$ cat src/rtl/bfly_pipe.sv
// Three-stage pipelined radix-2 complex butterfly (DIT/DIF, optional 1/2 scaling) with valid/ready flow.
// Define BFLY_SAT_EN to clamp final components and drive ovf; otherwise results wrap and ovf stays 0.
module bfly_pipe #(
    parameter int BITS    = 16,
    parameter int FIX_BIT = 7
) (
    input  logic              clk,
    input  logic              rst_n,
    input  logic              in_valid,
    output logic              in_ready,
    input  logic [2*BITS-1:0] in0,
    input  logic [2*BITS-1:0] in1,
    input  logic [2*BITS-1:0] tw,
    input  logic              mode,
    input  logic              scale,
    output logic              out_valid,
    input  logic              out_ready,
    output logic [2*BITS-1:0] out0,
    output logic [2*BITS-1:0] out1,
    output logic              ovf
);

    localparam int AW = BITS + 1;
    localparam int MW = 2*BITS + 3;
    localparam int PW = MW - FIX_BIT;
    localparam int SW = PW + 1;
    localparam logic signed [MW-1:0] RND = MW'(1) << (FIX_BIT - 1);
`ifdef BFLY_SAT_EN
    localparam logic signed [SW-1:0] SMAX = SW'((2**(BITS-1)) - 1);
    localparam logic signed [SW-1:0] SMIN = ~SMAX;
`endif

    logic adv;

    assign in_ready = ~(out_valid & ~out_ready);
    assign adv      = in_ready;

    // stage 1: operand split and optional DIF pre-add
    logic signed [AW-1:0] x0_re, x0_im, x1_re, x1_im;
    logic                 s1_valid, s1_mode, s1_scale;
    logic signed [AW-1:0] s1_a_re, s1_a_im, s1_b_re, s1_b_im;
    logic signed [BITS-1:0] s1_w_re, s1_w_im;

    assign x0_re = {in0[BITS-1], in0[BITS-1:0]};
    assign x0_im = {in0[2*BITS-1], in0[2*BITS-1:BITS]};
    assign x1_re = {in1[BITS-1], in1[BITS-1:0]};
    assign x1_im = {in1[2*BITS-1], in1[2*BITS-1:BITS]};

    always_ff @(posedge clk or negedge rst_n) begin
        if (!rst_n) begin
            s1_valid <= 1'b0;
            s1_mode  <= 1'b0;
            s1_scale <= 1'b0;
            s1_a_re  <= '0;
            s1_a_im  <= '0;
            s1_b_re  <= '0;
            s1_b_im  <= '0;
            s1_w_re  <= '0;
            s1_w_im  <= '0;
        end else if (adv) begin
            s1_valid <= in_valid;
            s1_mode  <= mode;
            s1_scale <= scale;
            s1_a_re  <= mode ? x0_re + x1_re : x0_re;
            s1_a_im  <= mode ? x0_im + x1_im : x0_im;
            s1_b_re  <= mode ? x0_re - x1_re : x1_re;
            s1_b_im  <= mode ? x0_im - x1_im : x1_im;
            s1_w_re  <= tw[BITS-1:0];
            s1_w_im  <= tw[2*BITS-1:BITS];
        end
    end

    // stage 2: complex multiply, one rounding per component
    function automatic logic signed [MW-1:0] ext_b(input logic signed [AW-1:0] v);
        return {{(MW-AW){v[AW-1]}}, v};
    endfunction

    function automatic logic signed [MW-1:0] ext_w(input logic signed [BITS-1:0] v);
        return {{(MW-BITS){v[BITS-1]}}, v};
    endfunction

    logic signed [MW-1:0] br, bi, wr, wi, m_re, m_im;
    logic                 s2_valid, s2_mode, s2_scale;
    logic signed [AW-1:0] s2_a_re, s2_a_im;
    logic signed [PW-1:0] s2_p_re, s2_p_im;

    assign br   = ext_b(s1_b_re);
    assign bi   = ext_b(s1_b_im);
    assign wr   = ext_w(s1_w_re);
    assign wi   = ext_w(s1_w_im);
    assign m_re = br*wr - bi*wi + RND;
    assign m_im = br*wi + bi*wr + RND;

    always_ff @(posedge clk or negedge rst_n) begin
        if (!rst_n) begin
            s2_valid <= 1'b0;
            s2_mode  <= 1'b0;
            s2_scale <= 1'b0;
            s2_a_re  <= '0;
            s2_a_im  <= '0;
            s2_p_re  <= '0;
            s2_p_im  <= '0;
        end else if (adv) begin
            s2_valid <= s1_valid;
            s2_mode  <= s1_mode;
            s2_scale <= s1_scale;
            s2_a_re  <= s1_a_re;
            s2_a_im  <= s1_a_im;
            s2_p_re  <= m_re[MW-1:FIX_BIT];
            s2_p_im  <= m_im[MW-1:FIX_BIT];
        end
    end

    // stage 3: post-add, optional halving, then clamp or wrap to BITS
    function automatic logic signed [SW-1:0] scl(input logic signed [SW-1:0] v, input logic en);
        logic signed [SW-1:0] t;
        t = v + SW'(1);
        return en ? (t >>> 1) : v;
    endfunction

    function automatic logic [BITS:0] fit(input logic signed [SW-1:0] v);
        logic [BITS:0] r;
`ifdef BFLY_SAT_EN
        if (v > SMAX)
            r = {1'b1, SMAX[BITS-1:0]};
        else if (v < SMIN)
            r = {1'b1, SMIN[BITS-1:0]};
        else
            r = {1'b0, v[BITS-1:0]};
`else
        r = {1'b0, v[BITS-1:0]};
`endif
        return r;
    endfunction

    logic signed [SW-1:0] a_re_x, a_im_x, p_re_x, p_im_x;
    logic signed [SW-1:0] y0_re, y0_im, y1_re, y1_im;
    logic [BITS:0]        f0_re, f0_im, f1_re, f1_im;

    assign a_re_x = {{(SW-AW){s2_a_re[AW-1]}}, s2_a_re};
    assign a_im_x = {{(SW-AW){s2_a_im[AW-1]}}, s2_a_im};
    assign p_re_x = {s2_p_re[PW-1], s2_p_re};
    assign p_im_x = {s2_p_im[PW-1], s2_p_im};

    always_comb begin
        y0_re = a_re_x;
        y0_im = a_im_x;
        y1_re = p_re_x;
        y1_im = p_im_x;
        if (!s2_mode) begin
            y0_re = a_re_x + p_re_x;
            y0_im = a_im_x + p_im_x;
            y1_re = a_re_x - p_re_x;
            y1_im = a_im_x - p_im_x;
        end
    end

    assign f0_re = fit(scl(y0_re, s2_scale));
    assign f0_im = fit(scl(y0_im, s2_scale));
    assign f1_re = fit(scl(y1_re, s2_scale));
    assign f1_im = fit(scl(y1_im, s2_scale));

    always_ff @(posedge clk or negedge rst_n) begin
        if (!rst_n) begin
            out_valid <= 1'b0;
            out0      <= '0;
            out1      <= '0;
            ovf       <= 1'b0;
        end else if (adv) begin
            out_valid <= s2_valid;
            out0      <= {f0_im[BITS-1:0], f0_re[BITS-1:0]};
            out1      <= {f1_im[BITS-1:0], f1_re[BITS-1:0]};
            ovf       <= f0_re[BITS] | f0_im[BITS] | f1_re[BITS] | f1_im[BITS];
        end
    end

endmodule

$ cat config.mk
export PLATFORM = sky130hd
export DESIGN_NAME = bfly_pipe
export DESIGN_NICKNAME = d
export VERILOG_FILES = /design/src/rtl/bfly_pipe.sv
export SDC_FILE = /design/constraint.sdc
export NUM_CORES = 2
export LEC_CHECK = 0
export CORE_ASPECT_RATIO = 0.5
export CORE_UTILIZATION = 65
export DETAILED_ROUTE_END_ITERATION = 7
export PLACE_DENSITY = 0.84
export SYNTH_ARGS = -nofsm -noshare
export SYNTH_HDL_FRONTEND = slang
export SYNTH_SLANG_ARGS = --single-unit
$ cat constraint.sdc
create_clock -name clk -period 14.02 [get_ports clk]
set_input_delay 4.206 -clock clk [delete_from_list [all_inputs] [get_ports clk]]
set_output_delay 4.206 -clock clk [all_outputs]
set_load 0.05 [all_outputs]
* Word-level counts from Yosys, hierarchy flattened
Cells that the tools add are included.
** Operators by class
- $mul :: 4
- Bitwise gates (word level) :: 3
- Mux-type cells :: 12
- Add/subtract/negate cells :: 16
** Operator list (number)
- $mux W17 :: 8
- $mul A17 B16 Y24 :: 4
- $add A17 B2 Y17 const B :: 4
- $mux W16 :: 4
- $add A24 B8 Y24 const B :: 2
- $add A16 B16 Y17 :: 2
- $add A17 B17 Y17 :: 2
- $sub A16 B16 Y17 :: 2
- $sub A17 B17 Y17 :: 2
- $add A24 B24 Y24 :: 1
- $sub A24 B24 Y24 :: 1
- $not A1 Y1 :: 2
- $and A1 B1 Y1 :: 1
** Storage, ports and cells
- Input port bits :: 102
- Register bits after elaboration :: 239
- Logic and storage cells :: 54
- Output and inout bits :: 67

* Logic depth before layout (Yosys ltp)
- Depth in word-level cells :: 4
- Depth in mapped cells :: 31
- Mapped depth without buffers :: 29

* Worst setup path before layout
OpenSTA, ideal clock, no wires.
- Path type :: input to output
- Start point :: input port out_ready
- End point :: output port in_ready
- Data required time :: 9814 ps
- Stages on the path :: 5
- Path slack :: 4392 ps
- Arrival :: 5422 ps
- Path buffers :: 3
- Path through :: nor2b_1 clkbuf_1 inv_2 clkbuf_1 clkbuf_1
** Between the ends
- Longest elaborated chain between the ends :: 3
** Ends and longest elaborated chain
- start: declaration :: RTL line 17 : input logic out_ready,
- $not A1 Y1 :: RTL line 35 : assign in_ready = ~(out_valid & ~out_ready);
- $and A1 B1 Y1 :: RTL line 35
- $not A1 Y1 :: RTL line 35
- end: declaration :: RTL line 10 : output logic in_ready,
No other way between the ends.

* Worst setup path in the final report
Ends and elaborated chain as after synthesis.

==> results by group <==
Timing
  – Final min period: 10.88 ns
  – Setup Skew: 0.04615 ns
  – Unrepaired setup endpoints after global routing: no
  – Tightest Pin Transition: 1.405 ns
  – Max Clk Rate: 91.91 MHz
  – Fin Setup TNS: 0 ns
  – Slew Limit Fails: 0
  – Final setup violating endpoints: 0
  – Final Cycle Share: 77.61%
  – Hold Fails Final Rpt: 0
  – Relative max-transition margin: 6.309%

CTS
  – Max clock buf depth: 3
  – CTS H-tree lvls: 1
  – Postcts setup bufs: 0
  – Num CTS Buffers: 27
  – Skew-Pair Late Insertion Delay: 0.61 ns
  – Clock root cell: clkbuf_16
  – CTS tree: yes
  – CTS sink cnt: 239
  – Post-CTS sizing: 0
  – Reg clk slew, reported paths: 0.07 ns
  – Hold_buf cts: 0

Placement
  – HPWL after DPL: 98.00 mm
  – PortBufs: 167
  – Inst Count DP: 6,612
  – Placer Congestion: 0.9401

Min path
  – Hold/Removal Path Class: flip-flop to flip-flop

Cells and area
  – Most common cell after layout, fill and taps aside: inv_1
  – Fin cells: 6,667
  – Share of cells above drive strength 1: 3.184%
  – Area growth, synth to finish: 6.564%
  – Final net count: 6,966
  – Most frequent cells in the layout: inv_1 (1,129), fa_1 (846), nand2_1 (795)

Routing
  – Avg WL per Cell: 19.72 um
  – Drt first pass iters: 6
  – Post-route ant nets: 0
  – DRT iter0 DRCs: 3,310
  – Post-Route WL: 131.5 mm
  – DRC: 0
  – Vias: 39,090
  – Vias/cell: 5.864

Floorplan
  – Core area: 73,750 um2
  – Die area: 76,330 um2
  – Die height: 195.9 um
  – Row cnt: 70
  – Die Width: 389.7 um
  – Starting Density: 66.25%
  – # IOs: 169

Global routing
  – First-pass GRT wire length: 214.7 mm
  – Gr ovfl total: 0
  – GRT met2 Usage: 56.86%
  – GR Layer Usage met1: 48.69%
  – Largest net degree at the start of global routing: 198
  – Antenna violations before repair: 7
  – Vias in the first global route: 41,110
  – GR Layer Usage met3: 5.905%
  – Gr busiest metal: met2
  – Gr usage total: 35.53%

Synthesis
  – Post-synth ARST share: 100.0%
  – Synth top area share: 34.67%
  – YS warnings: 0
  – Mapped Cells: 5,677
  – Synthesized area: 48,850 um2
  – Sequential fraction of the synthesis area: 12.24%
  – Post-synth EDFFs: 0
  – Syn Area/Cell: 8.606 um2
  – Leading area contributor after synthesis: fa_1
  – Distinct cells, synth: 101
  – Largest cells by area after synthesis: fa_1 (35%), dfrtp_1 (12%), ha_1 (9.9%)
  – Synthesis-stage register bit count: 239
  – Post-synth net total: 7,010
  – Post-synth top flop: dfrtp_1

Worst setup path
  – Critical path class: input port to output port
  – CP endpoint kind: output port
  – CP Launch Type: input port
  – CP max FO: 197
  – Worst path arrival time: 6.67 ns
  – Worst path required time: 9.81 ns

Flow run
  – Number of max-cap violations: 0

Outcome
  – Status: finished, final reports clean
-- final cells by class --
type | count | area (um2)
multi-input cells | 4000 | 37430
fillers | 5468 | 21680
flip-flops and latches | 239 | 5987
inverters | 1134 | 4262
repair buffers | 231 | 2165
well taps | 1008 | 1261
clock buffers | 39 | 800.8
clock inverters | 11 | 143.9
diodes | 5 | 12.51
-- per-layer routing --
| metal | part of all wire [%] | up-vias |
|---|---|---|
| met2 | 46 | 1914 |
| li1 | - | 17280 |
| met5 | 0.0099 | - |
| met3 | 9.9 | 333 |
| met4 | 4.5 | 2 |
| met1 | 40 | 19570 |
-- state kept, by name, summed over array words and instances (netlist names), 16 cells and up --
register	count
s2_p_re	17
s1_b_im	17
s2_a_im	17
s1_b_re	17
out1	32
s1_w_im	16
s2_p_im	17
s1_a_re	17
s2_a_re	17
out0	32
s1_a_im	17
s1_w_re	16
-- final timing paths --
path,start,endpoint,slack [ns],cells past startpoint
max,out_ready,in_ready,3.14,5
min,s1_a_im[10]$_DFFE_PN0N_,s2_a_im[10]$_DFFE_PN0N_,0.47,2
max reg2reg,s1_b_re[9]$_DFFE_PN0N_,s2_p_re[16]$_DFFE_PN0N_,5.35,25
min reg2reg,s1_a_im[10]$_DFFE_PN0N_,s2_a_im[10]$_DFFE_PN0N_,0.47,2
max in group asynchronous,rst_n,s1_w_re[8]$_DFFE_PN0N_,8.75,2
min in group asynchronous,rst_n,s2_p_im[13]$_DFFE_PN0N_,3.63,1
-- worst max-delay path: stages --
cell and delay [ns]:
clkdlybuf4s50_1 0.44, nor2b_4 0.14, buf_12 0.54, inv_6 0.39, clkdlybuf4s50_1 0.81
-- synth_stat cells, types with 13 or more instances --
master and instances:
inv_1 1130, fa_1 846, nand2_1 795, and2_1 530, ha_1 385, clkbuf_1 271, dfrtp_1 239, nor2_1 206
a21oi_1 189, o21ai_0 186, xnor2_1 160, nor3_1 58, a21o_1 46, nand2b_1 46, nand3_1 41, xor2_1 38
mux2i_1 37, o31ai_1 31, nor2b_1 28, a31oi_1 26, o21a_1 26, or3_1 24, and3_1 19, a211oi_1 18
o211ai_1 17, o21bai_1 15, buf_2 13
-- logic make-up (layout without fill, tap and decap cells) --
group                      after synthesis  after routing  share of synthesized area (%)
other                                    1              6                       0.007676
buffers and inverters                 1438           1415                          11.16
muxes                                   45             45                         0.9502
and+or+nand+nor                       1822           1822                          18.20
xor gates and xnor gates               198            198                          3.550
DFF                                    239            239                          12.24
adders and majority gates             1231           1231                          44.53
AOI/OAI and AO/OA                      703            703                          9.361
-- per-stage QoR --
step	instance area, um2	util, %	setup slack [ns]	hold WS (ns)
finish	52060	70.60	3.139	0.4703
global route	52060	70.60	3.039	0.4833
CTS	52050	70.58	3.157	0.4703
detailed placement	51100	69.30	3.171	0.4516
global placement	51100	69.30	3.192	0.4447
floorplan	48850	-	4.392	0.4300
Power is not shown: default switching activity piles up to over one toggle a cycle in this logic, so the estimate is an artifact.
